File: src/rtl/instr_fetch_unit_if.sv
// Fetch-unit bus: program memory read port plus the instruction issue handshake
// towards the core.
interface instr_fetch_unit_if #(
  parameter int unsigned ADDR_W = 8
);
  logic              mem_rd_en;
  logic [ADDR_W-1:0] mem_addr;
  logic [7:0]        mem_rdata;
  logic [7:0]        instr;
  logic [7:0]        instr_dest;
  logic [7:0]        instr_src;
  logic              instr_valid;
  logic              instr_ready;
  logic [ADDR_W-1:0] pc;
  logic              halted;

  modport master (
    output mem_rd_en, mem_addr, instr, instr_dest, instr_src, instr_valid, pc, halted,
    input  mem_rdata, instr_ready
  );

  modport slave (
    input  mem_rd_en, mem_addr, instr, instr_dest, instr_src, instr_valid, pc, halted,
    output mem_rdata, instr_ready
  );
endinterface

File: src/rtl/instr_fetch_unit.sv
// Instruction fetch/sequencer: reads opcode and operand bytes from program memory,
// issues them to the core over valid/ready, and follows JUMP/HALT/end-of-memory.
module instr_fetch_unit #(
  parameter int unsigned ADDR_W    = 8,
  parameter int unsigned MEM_DEPTH = 256,
  parameter logic [7:0]  OP_HALT   = 8'h13,
  parameter logic [7:0]  OP_JUMP   = 8'h15
) (
  input  logic                clk,
  input  logic                reset,
  instr_fetch_unit_if.master  bus
);

  // One extra bit so next-PC overflow past the memory end is seen, not wrapped
  localparam int unsigned PW    = ADDR_W + 1;
  localparam logic [PW-1:0] DEPTH = PW'(MEM_DEPTH);

  typedef enum logic [2:0] {
    RD_OP = 3'd0,
    LD_OP = 3'd1,
    LD_B1 = 3'd2,
    LD_B2 = 3'd3,
    ISSUE = 3'd4,
    DONE  = 3'd5
  } state_t;

  state_t            state, state_d;
  logic [ADDR_W-1:0] pc_q, pc_d;
  logic [7:0]        op_q, op_d;
  logic [7:0]        dest_q, dest_d;
  logic [7:0]        src_q, src_d;
  logic [1:0]        n_q, n_d;
  logic              valid_q, valid_d;
  logic              halted_q, halted_d;

  logic              rd_en_c;
  logic [ADDR_W-1:0] rd_addr_c;
  logic [1:0]        n_rdata_c;
  logic [PW-1:0]     pc1_c, pc2_c, next_pc_c;

  function automatic logic [1:0] op_count(input logic [7:0] op);
    if (op <= 8'h0C) return 2'd2;
    if ((op >= 8'h0D && op <= 8'h12) || op == 8'h14 || op == OP_JUMP || op == OP_HALT)
      return 2'd1;
    return 2'd0;
  endfunction

  assign n_rdata_c = op_count(bus.mem_rdata);
  assign pc1_c     = PW'(pc_q) + PW'(1);
  assign pc2_c     = PW'(pc_q) + PW'(2);
  assign next_pc_c = (op_q == OP_JUMP) ? PW'(src_q) : (PW'(pc_q) + PW'(1) + PW'(n_q));

  // Next-state and datapath updates
  always_comb begin
    state_d   = state;
    pc_d      = pc_q;
    op_d      = op_q;
    dest_d    = dest_q;
    src_d     = src_q;
    n_d       = n_q;
    valid_d   = valid_q;
    halted_d  = halted_q;
    rd_en_c   = 1'b0;
    rd_addr_c = pc_q;

    case (state)
      RD_OP: begin
        rd_en_c = 1'b1;
        state_d = LD_OP;
      end
      LD_OP: begin
        op_d = bus.mem_rdata;
        n_d  = n_rdata_c;
        if (n_rdata_c == 2'd0) begin
          dest_d  = 8'h00;
          src_d   = 8'h00;
          valid_d = 1'b1;
          state_d = ISSUE;
        end else if (pc1_c >= DEPTH) begin
          halted_d = 1'b1;
          state_d  = DONE;
        end else begin
          rd_en_c   = 1'b1;
          rd_addr_c = pc1_c[ADDR_W-1:0];
          state_d   = LD_B1;
        end
      end
      LD_B1: begin
        if (op_q == OP_JUMP) begin
          dest_d  = 8'h00;
          src_d   = bus.mem_rdata;
          valid_d = 1'b1;
          state_d = ISSUE;
        end else begin
          dest_d = bus.mem_rdata;
          if (n_q == 2'd1) begin
            src_d   = 8'h00;
            valid_d = 1'b1;
            state_d = ISSUE;
          end else if (pc2_c >= DEPTH) begin
            halted_d = 1'b1;
            state_d  = DONE;
          end else begin
            rd_en_c   = 1'b1;
            rd_addr_c = pc2_c[ADDR_W-1:0];
            state_d   = LD_B2;
          end
        end
      end
      LD_B2: begin
        src_d   = bus.mem_rdata;
        valid_d = 1'b1;
        state_d = ISSUE;
      end
      ISSUE: begin
        if (bus.instr_ready) begin
          valid_d = 1'b0;
          if (op_q == OP_HALT || next_pc_c >= DEPTH) begin
            halted_d = 1'b1;
            state_d  = DONE;
          end else begin
            pc_d    = next_pc_c[ADDR_W-1:0];
            state_d = RD_OP;
          end
        end
      end
      DONE: begin
        halted_d = 1'b1;
      end
      default: begin
        halted_d = 1'b1;
        state_d  = DONE;
      end
    endcase
  end

  // State and datapath registers
  always_ff @(posedge clk or posedge reset) begin
    if (reset) begin
      state    <= RD_OP;
      pc_q     <= '0;
      op_q     <= '0;
      dest_q   <= '0;
      src_q    <= '0;
      n_q      <= '0;
      valid_q  <= 1'b0;
      halted_q <= 1'b0;
    end else begin
      state    <= state_d;
      pc_q     <= pc_d;
      op_q     <= op_d;
      dest_q   <= dest_d;
      src_q    <= src_d;
      n_q      <= n_d;
      valid_q  <= valid_d;
      halted_q <= halted_d;
    end
  end

  // Read strobe decoded from state so RD_OP reads in its own cycle; held low in reset
  assign bus.mem_rd_en   = rd_en_c & ~reset;
  assign bus.mem_addr    = rd_addr_c;
  assign bus.instr       = op_q;
  assign bus.instr_dest  = dest_q;
  assign bus.instr_src   = src_q;
  assign bus.instr_valid = valid_q;
  assign bus.pc          = pc_q;
  assign bus.halted      = halted_q;

endmodule
File: src/flat_wrapper.sv
// flat-port wrapper written by rule: the top's interface ports become plain ports
module instr_fetch_unit_flat 
#(
  parameter int unsigned ADDR_W    = 8,
  parameter int unsigned MEM_DEPTH = 256,
  parameter logic [7:0]  OP_HALT   = 8'h13,
  parameter logic [7:0]  OP_JUMP   = 8'h15
)
  (clk, reset, bus_mem_rd_en, bus_mem_addr, bus_instr, bus_instr_dest, bus_instr_src, bus_instr_valid, bus_pc, bus_halted, bus_mem_rdata, bus_instr_ready);
  instr_fetch_unit_if #(.ADDR_W(ADDR_W)) bus_i ();
  input  logic clk;
  input  logic reset;
  output wire logic [$bits(bus_i.mem_rd_en)-1:0] bus_mem_rd_en;
  output wire logic [$bits(bus_i.mem_addr)-1:0] bus_mem_addr;
  output wire logic [$bits(bus_i.instr)-1:0] bus_instr;
  output wire logic [$bits(bus_i.instr_dest)-1:0] bus_instr_dest;
  output wire logic [$bits(bus_i.instr_src)-1:0] bus_instr_src;
  output wire logic [$bits(bus_i.instr_valid)-1:0] bus_instr_valid;
  output wire logic [$bits(bus_i.pc)-1:0] bus_pc;
  output wire logic [$bits(bus_i.halted)-1:0] bus_halted;
  input wire logic [$bits(bus_i.mem_rdata)-1:0] bus_mem_rdata;
  input wire logic [$bits(bus_i.instr_ready)-1:0] bus_instr_ready;
  assign bus_mem_rd_en = bus_i.mem_rd_en;
  assign bus_mem_addr = bus_i.mem_addr;
  assign bus_instr = bus_i.instr;
  assign bus_instr_dest = bus_i.instr_dest;
  assign bus_instr_src = bus_i.instr_src;
  assign bus_instr_valid = bus_i.instr_valid;
  assign bus_pc = bus_i.pc;
  assign bus_halted = bus_i.halted;
  assign bus_i.mem_rdata = bus_mem_rdata;
  assign bus_i.instr_ready = bus_instr_ready;
  instr_fetch_unit #(.ADDR_W(ADDR_W), .MEM_DEPTH(MEM_DEPTH), .OP_HALT(OP_HALT), .OP_JUMP(OP_JUMP)) u_core (.clk(clk), .reset(reset), .bus(bus_i));
endmodule
File: config.mk
export PLATFORM = sky130hd
export DESIGN_NAME = instr_fetch_unit_flat
export DESIGN_NICKNAME = d
export VERILOG_FILES = /design/src/rtl/instr_fetch_unit_if.sv /design/src/rtl/instr_fetch_unit.sv /design/src/flat_wrapper.sv
export SDC_FILE = /design/constraint.sdc
export NUM_CORES = 1
export LEC_CHECK = 0
export ABC_CLOCK_PERIOD_IN_PS = 5600
export BUFFER_PORTS_ARGS = -buffer_cell sky130_fd_sc_hd__buf_4
export CAP_MARGIN = 40
export CORE_ASPECT_RATIO = 1.2
export CORE_MARGIN = 8
export CORE_UTILIZATION = 35
export DETAILED_ROUTE_END_ITERATION = 10
export GPL_ROUTABILITY_DRIVEN = 0
export GPL_TIMING_DRIVEN = 0
export HOLD_SLACK_MARGIN = 0.1
export MAX_ROUTING_LAYER = met4
export PLACE_DENSITY = 0.64
export SLEW_MARGIN = 20
export SYNTH_ARGS = -nofsm -noshare
export SYNTH_HDL_FRONTEND = slang
export SYNTH_SLANG_ARGS = --single-unit
export TNS_END_PERCENT = 5
File: constraint.sdc
create_clock -name clk -period 5.6 [get_ports clk]
set_input_delay 1.68 -clock clk [delete_from_list [all_inputs] [get_ports clk]]
set_output_delay 1.68 -clock clk [all_outputs]
set_load 0.03 [all_outputs]
Yosys cells after proc, flatten, opt, wreduce, memory -nomap -nowiden
Cells that the tools add are included.
- output and inout bits: 43
- word-level logic and storage cells: 106
- flip-flop bits (word level): 39
- order comparisons: 6
- equality and inequality tests: 20
- reductions and logical operators: 17
- add/sub/neg operators: 3
- multiplexer cells: 47
- bitwise gates (word level): 5
- operator list (cell ; number):
    two-way mux 8 bit ; 9
    equality test 8 x 5 -> 1 bit (second input constant) ; 5
    one-hot mux 8 bit (2 select lines) ; 2
    greater-or-equal comparator 9 bit (second input constant) ; 3
    one-hot mux 8 bit (3 select lines) ; 1
    two-way mux 3 bit ; 7
    two-way mux 1 bit ; 19
    one-hot mux 3 bit (6 select lines) ; 1
    adder 8 x 1 -> 9 bit (second input constant) ; 1
    adder 8 x 2 -> 9 bit (second input constant) ; 1
    adder 9 x 2 -> 9 bit ; 1
    two-way mux 9 bit ; 1
    greater-or-equal comparator 8 x 4 -> 1 bit (second input constant) ; 1
    <= comparator 8 x 4 -> 1 bit (second input constant) ; 1
    <= comparator 8 x 5 -> 1 bit (second input constant) ; 1
    two-way mux 2 bit ; 4
    != test 2 x 1 -> 1 bit (second input constant) ; 4
    != test 2 bit (second input constant) ; 4
    one-hot mux 1 bit (4 select lines) ; 2
    AND reduction 8 bit ; 1
    equality test 3 x 2 -> 1 bit (second input constant) ; 2
    equality test 3 bit (second input constant) ; 2
    AND reduction 3 bit ; 2
    logical OR 1 bit ; 4
    15 further kinds ; 19

Longest topological paths before layout
- depth after elaboration: 13
- gate-level depth with buffers: 9

Least setup slack after synthesis
Ideal clock, no wire load.
- kind: input to output
- start: in bus_mem_rdata[7]
- end: out bus_mem_rd_en
- arrival: 3300 ps
- cell stages on the path: 7
- path slack: 620 ps
- buffers on the path: 1
- cell sequence: nor3_1 o21ai_1 or2_2 clkbuf_1 nor2_1 a21oi_1 a21oi_1
- word-level cells in the longest chain between the ends: 13
- elaborated cells on any way between the ends: 20
- classes of those cells: 3 x order compare; 3 x eq/ne; 8 x mux; 1 x bitwise; 5 x reduce/logical
- RTL lines (element ; RTL line ; text):
    start: declaration ; flat_wrapper.sv:21 ; input wire logic [$bits(bus_i.mem_rdata)-1:0] bus_mem_rdata;
    greater-or-equal comparator 8 x 4 -> 1 bit or <= comparator 8 x 5 -> 1 bit (tied branches) ; instr_fetch_unit.sv:43 ; if ((op >= 8'h0D && op <= 8'h12) || op == 8'h14 || op == OP_JUMP || op == OP_HALT)
    logical AND 1 bit ; instr_fetch_unit.sv:43 ;
    logical OR 1 bit (3 in series) ; instr_fetch_unit.sv:43 ;
    two-way mux 1 bit (2 in series) ; instr_fetch_unit.sv:43 ;
    two-way mux 2 bit ; instr_fetch_unit.sv:45 ; return 2'd0;
    two-way mux 2 bit * ; instr_fetch_unit.sv:43 ;
    logical NOT 2 bit * ; instr_fetch_unit.sv:74 ; if (n_rdata_c == 2'd0) begin
    two-way mux 1 bit * ; instr_fetch_unit.sv:74 ;
    one-hot mux 1 bit (3 select lines) * ; instr_fetch_unit.sv:66 ; case (state)
    AND 1 bit * ; instr_fetch_unit.sv:161 ; assign bus.mem_rd_en = rd_en_c & ~reset;
    end: declaration ; flat_wrapper.sv:13 ; output wire logic [$bits(bus_i.mem_rd_en)-1:0] bus_mem_rd_en;
Every way passes the cells marked *; elsewhere a longest branch is shown, timed or not. The select of a mux whose other input is x is not followed.

Final worst setup path
- start: in bus_mem_rdata[7]
- end: out bus_mem_addr[1]
- word-level cells in the longest chain between the ends: 12
- elaborated cells on any way between the ends: 19
- classes of those cells: 3 x order compare; 3 x eq/ne; 8 x mux; 5 x reduce/logical
- RTL lines (element ; RTL line ; text):
    greater-or-equal comparator 8 x 4 -> 1 bit or <= comparator 8 x 5 -> 1 bit (tied branches) ; instr_fetch_unit.sv:43 ;
    logical AND 1 bit ; instr_fetch_unit.sv:43 ;
    logical OR 1 bit (3 in series) ; instr_fetch_unit.sv:43 ;
    two-way mux 1 bit (2 in series) ; instr_fetch_unit.sv:43 ;
    two-way mux 2 bit ; instr_fetch_unit.sv:45 ;
    two-way mux 2 bit * ; instr_fetch_unit.sv:43 ;
    logical NOT 2 bit * ; instr_fetch_unit.sv:74 ;
    two-way mux 8 bit * ; instr_fetch_unit.sv:74 ;
    one-hot mux 8 bit (2 select lines) * ; instr_fetch_unit.sv:66 ;
    end: declaration ; flat_wrapper.sv:14 ; output wire logic [$bits(bus_i.mem_addr)-1:0] bus_mem_addr;
Marked as above.

==> flow_summary.toml <==
[logic_synthesis]
avgSynthCellArea_um2 = 8.82
ys_seq_area_share_pct = 41.8
synth-seq-cells = 39
netlist_area_um2 = 2340
ys.flop_type = "dfrtp_1"
yosys.cell_types.count = 53
synth_nets = 281
synth_edf_count = 0
yosysWarningCount = 0
synthCells = 265
ys_async_sr_fraction_pct = 100

[timing]
setup-violations-final = 0
setup_slack_ns = 0.236
post-route-min-period_ns = 5.36
fmax_mhz = 186
drv_slew = 0
rsz0062_at_grt = "no"
setup_tns_ns = 0
skew_ns = 0.00708
hold_violations = 0
maxSlewHeadroom_pct = 54.8
worst_slew_pin_slew_ns = 0.678
post-route-period-util_pct = 95.8

[final_layout]
area_growth_pct = 26.4
final_cell_area_um2 = 2950
drive_gt1_share_pct = 22.6
antenna_cells = 0
multi_input_area_um2 = 1280
instances_no_fill = 412
nNetsFinal = 342
utilization_pct = 45.8
ff_latch_area_um2 = 976
fillers = 646

[route]
vias_per_cell = 5.49
post_drt_wl_per_cell_um = 17.2
dr.pass1.iters = 4
vias = 2262
routed_wl_mm = 7.10
drc = 0
postRouteAntennaNets = 0
drt_iter0_drc = 217

[cts]
h-tree-depth = 2
ctsHoldBuffers = 0
clkTransAtPathRegs_ns = 0.08
cts_made_buffers = 5
cts-root-buf = "clkbuf_8"
clock-sinks = 39
worstSkewPairLatency_ns = 0.30
tritoncts = "built"
cts_buffer_depth = 2
cts_setup_buffers = 0

[die]
io_pins = 54
fp.dieH_um = 105
die_area_um2 = 9560
dieWidth_um = 90.6
core_area_um2 = 6450
initial_core_util_pct = 36.2
num_rows = 32

[status]
outcome = "finished clean"

[setup_path]
worstPathArrival_ns = 3.68
start_kind = "input port"
criticalPathCategory = "input port to output port"
critPathMaxFanout = 8
cp-end-kind = "output port"
critical_path_required_ns = 3.92

[place]
dp_cells = 404
post-place-ws_ns = 0.187
dpl_cell_area_um2 = 2860
dpl.hpwl_mm = 5.58
io_buffer_count = 53

[power_and_ir_drop]
power_leakage_nw = 1.37
p_per_area_nw_per_um2 = 478
irDropWorstVdd_mv = 0.324

[grt]
grt_pass1_wl_mm = 11.7
grt_pass1_vias = 2385
track_usage_pct = 15.4
grt_remaining_overflow = 0
grt_max_degree = 33
antenna_found_initial = 0

[min_path]
hold_path_class = "flop to flop"

[flow_run]
max-cap-violations = 0
## state kept, by name, summed over array words and instances (netlist names)
register,cells
u_core.bus.instr_valid,1
u_core.bus.instr_dest,8
u_core.state,3
u_core.bus.instr,8
u_core.bus.halted,1
u_core.bus.instr_src,8
u_core.bus.pc,8
u_core.n_q,2
## logic make-up after synthesis
| group | share of synthesized area, % |
|---|---|
| multiplexers | 1.77 |
| flip-flops | 41.8 |
| AND/OR/NAND/NOR | 21.0 |
| AO/OA/AOI/OAI | 26.3 |
| buffers and inverters | 3.54 |
| XOR/XNOR | 2.62 |
| adder cells (fa/ha/maj) | 3.00 |
## synthesized netlist by cell type, types with 2 or more instances
library cell / count / share of area [%]
nor2b_1: 3 / 0.80
nand2_1: 40 / 6.4
a22o_1: 18 / 6.7
nand2b_1: 4 / 1.1
ha_1: 4 / 2.1
and3b_1: 2 / 0.75
or2_1: 2 / 0.54
nor3_1: 6 / 1.3
a21o_1: 3 / 0.96
o21ai_1: 7 / 1.5
inv_1: 5 / 0.80
nand4_1: 3 / 0.80
a31o_2: 2 / 0.75
o21ai_0: 10 / 2.1
clkbuf_1: 11 / 1.8
or2_2: 2 / 0.54
and3_1: 3 / 0.80
mux2i_1: 3 / 1.3
or3_1: 2 / 0.54
o22ai_1: 3 / 0.80
o21a_1: 3 / 0.96
a211oi_1: 2 / 0.64
o211ai_1: 3 / 0.96
nor4_1: 2 / 0.54
o31ai_1: 4 / 1.3
xnor2_1: 4 / 1.5
xor2_1: 3 / 1.1
a31oi_1: 3 / 0.80
dfrtp_1: 39 / 42
nand3_1: 8 / 1.7
a21oi_1: 21 / 4.5
nor2_1: 19 / 3.1
## per-layer routing
metal	GRT usage [%]	part of all wire, %	vias up
met5	-	0	-
met4	5.72	1.9	0
met3	2.77	4.5	13
met2	26.6	50	77
met1	17.4	44	1085
li1	-	-	1087
## path summary, 6_finish.rpt
| kind | start | end | slack (ns) | depth (start not counted) |
|---|---|---|---|---|
| worst max register to register | u_core.bus.pc[1] | u_core.bus.pc[2] | 3.15 | 7 |
| worst max-delay path | bus_mem_rdata[7] | bus_mem_addr[1] | 0.24 | 9 |
| max in group asynchronous | reset | u_core.bus.instr_dest[7] | 3.88 | 3 |
| worst min register to register | u_core.bus.halted | u_core.bus.halted | 0.47 | 1 |
| worst min-delay path | u_core.bus.halted | u_core.bus.halted | 0.47 | 1 |
| min in group asynchronous | reset | u_core.bus.instr_valid | 1.30 | 2 |
## timing repair
item | 4_1_cts | 5_1_grt
endpoints found under the setup margin | 0 | 1
resized for setup | 0 | 1
hold endpoints to repair | 0 | 0
## critical path, stage by stage
cell and delay (ns):
buf_4 0.13, nor3_1 0.22, o21ai_1 0.26, or2_2 0.34, clkbuf_1 0.16, nor2_2 0.22
a21oi_1 0.13, a221o_1 0.36, buf_4 0.18
## final cells by class
class                   count  share of cell area (%)
plain buffers              14                    2.16
clock buffers               5                    2.33
repair buffers             54                    14.2
multi-input cells         207                    43.4
clock inverters             3                   0.678
well taps                  85                    3.60
inverters                   5                   0.636
flip-flops and latches     39                    33.1
## report_power, final
group / switching (mW) / leakage [nW] / internal, mW / total (mW)
Clock: 0.109 / 0.0402 / 0.0868 / 0.195
Combinational: 0.497 / 0.820 / 0.288 / 0.784
Sequential: 0.0765 / 0.506 / 0.354 / 0.431
Total: 0.682 / 1.37 / 0.729 / 1.41
## metrics by stage
| step | power (mW) | hold slack (ns) |
|---|---|---|
| 2_1_floorplan | 0.953 | 0.490 |
| 3_3_place_gp | 1.21 | 0.453 |
| 3_5_place_dp | 1.23 | 0.455 |
| 4_1_cts | 1.42 | 0.477 |
| 5_1_grt | 1.52 | 0.488 |
| 6_report | 1.41 | 0.472 |
## cell usage in the layout (no fill, tap or decap), drive strengths merged, types with 3 or more instances in the layout
cell    synthesis  routed
inv             5       5
clkbuf         11      16
o21ai          17      17
nand2b          4       4
nand3           8       8
xnor2           4       4
a22o           18      18
nor3            6       6
dfrtp          39      39
a21o            4       4
ha              4       4
o31ai           4       4
o211ai          3       3
or2             4       4
o21a            3       3
nor2b           3       3
nor2           19      19
buf             3      57
a31oi           3       3
a21oi          21      21
nand4           3       3
o22ai           3       3
a31o            3       3
xor2            3       3
mux2i           3       3
and3            3       3
nand2          40      40
No activity file was read; power rests on OpenSTA's default activity.
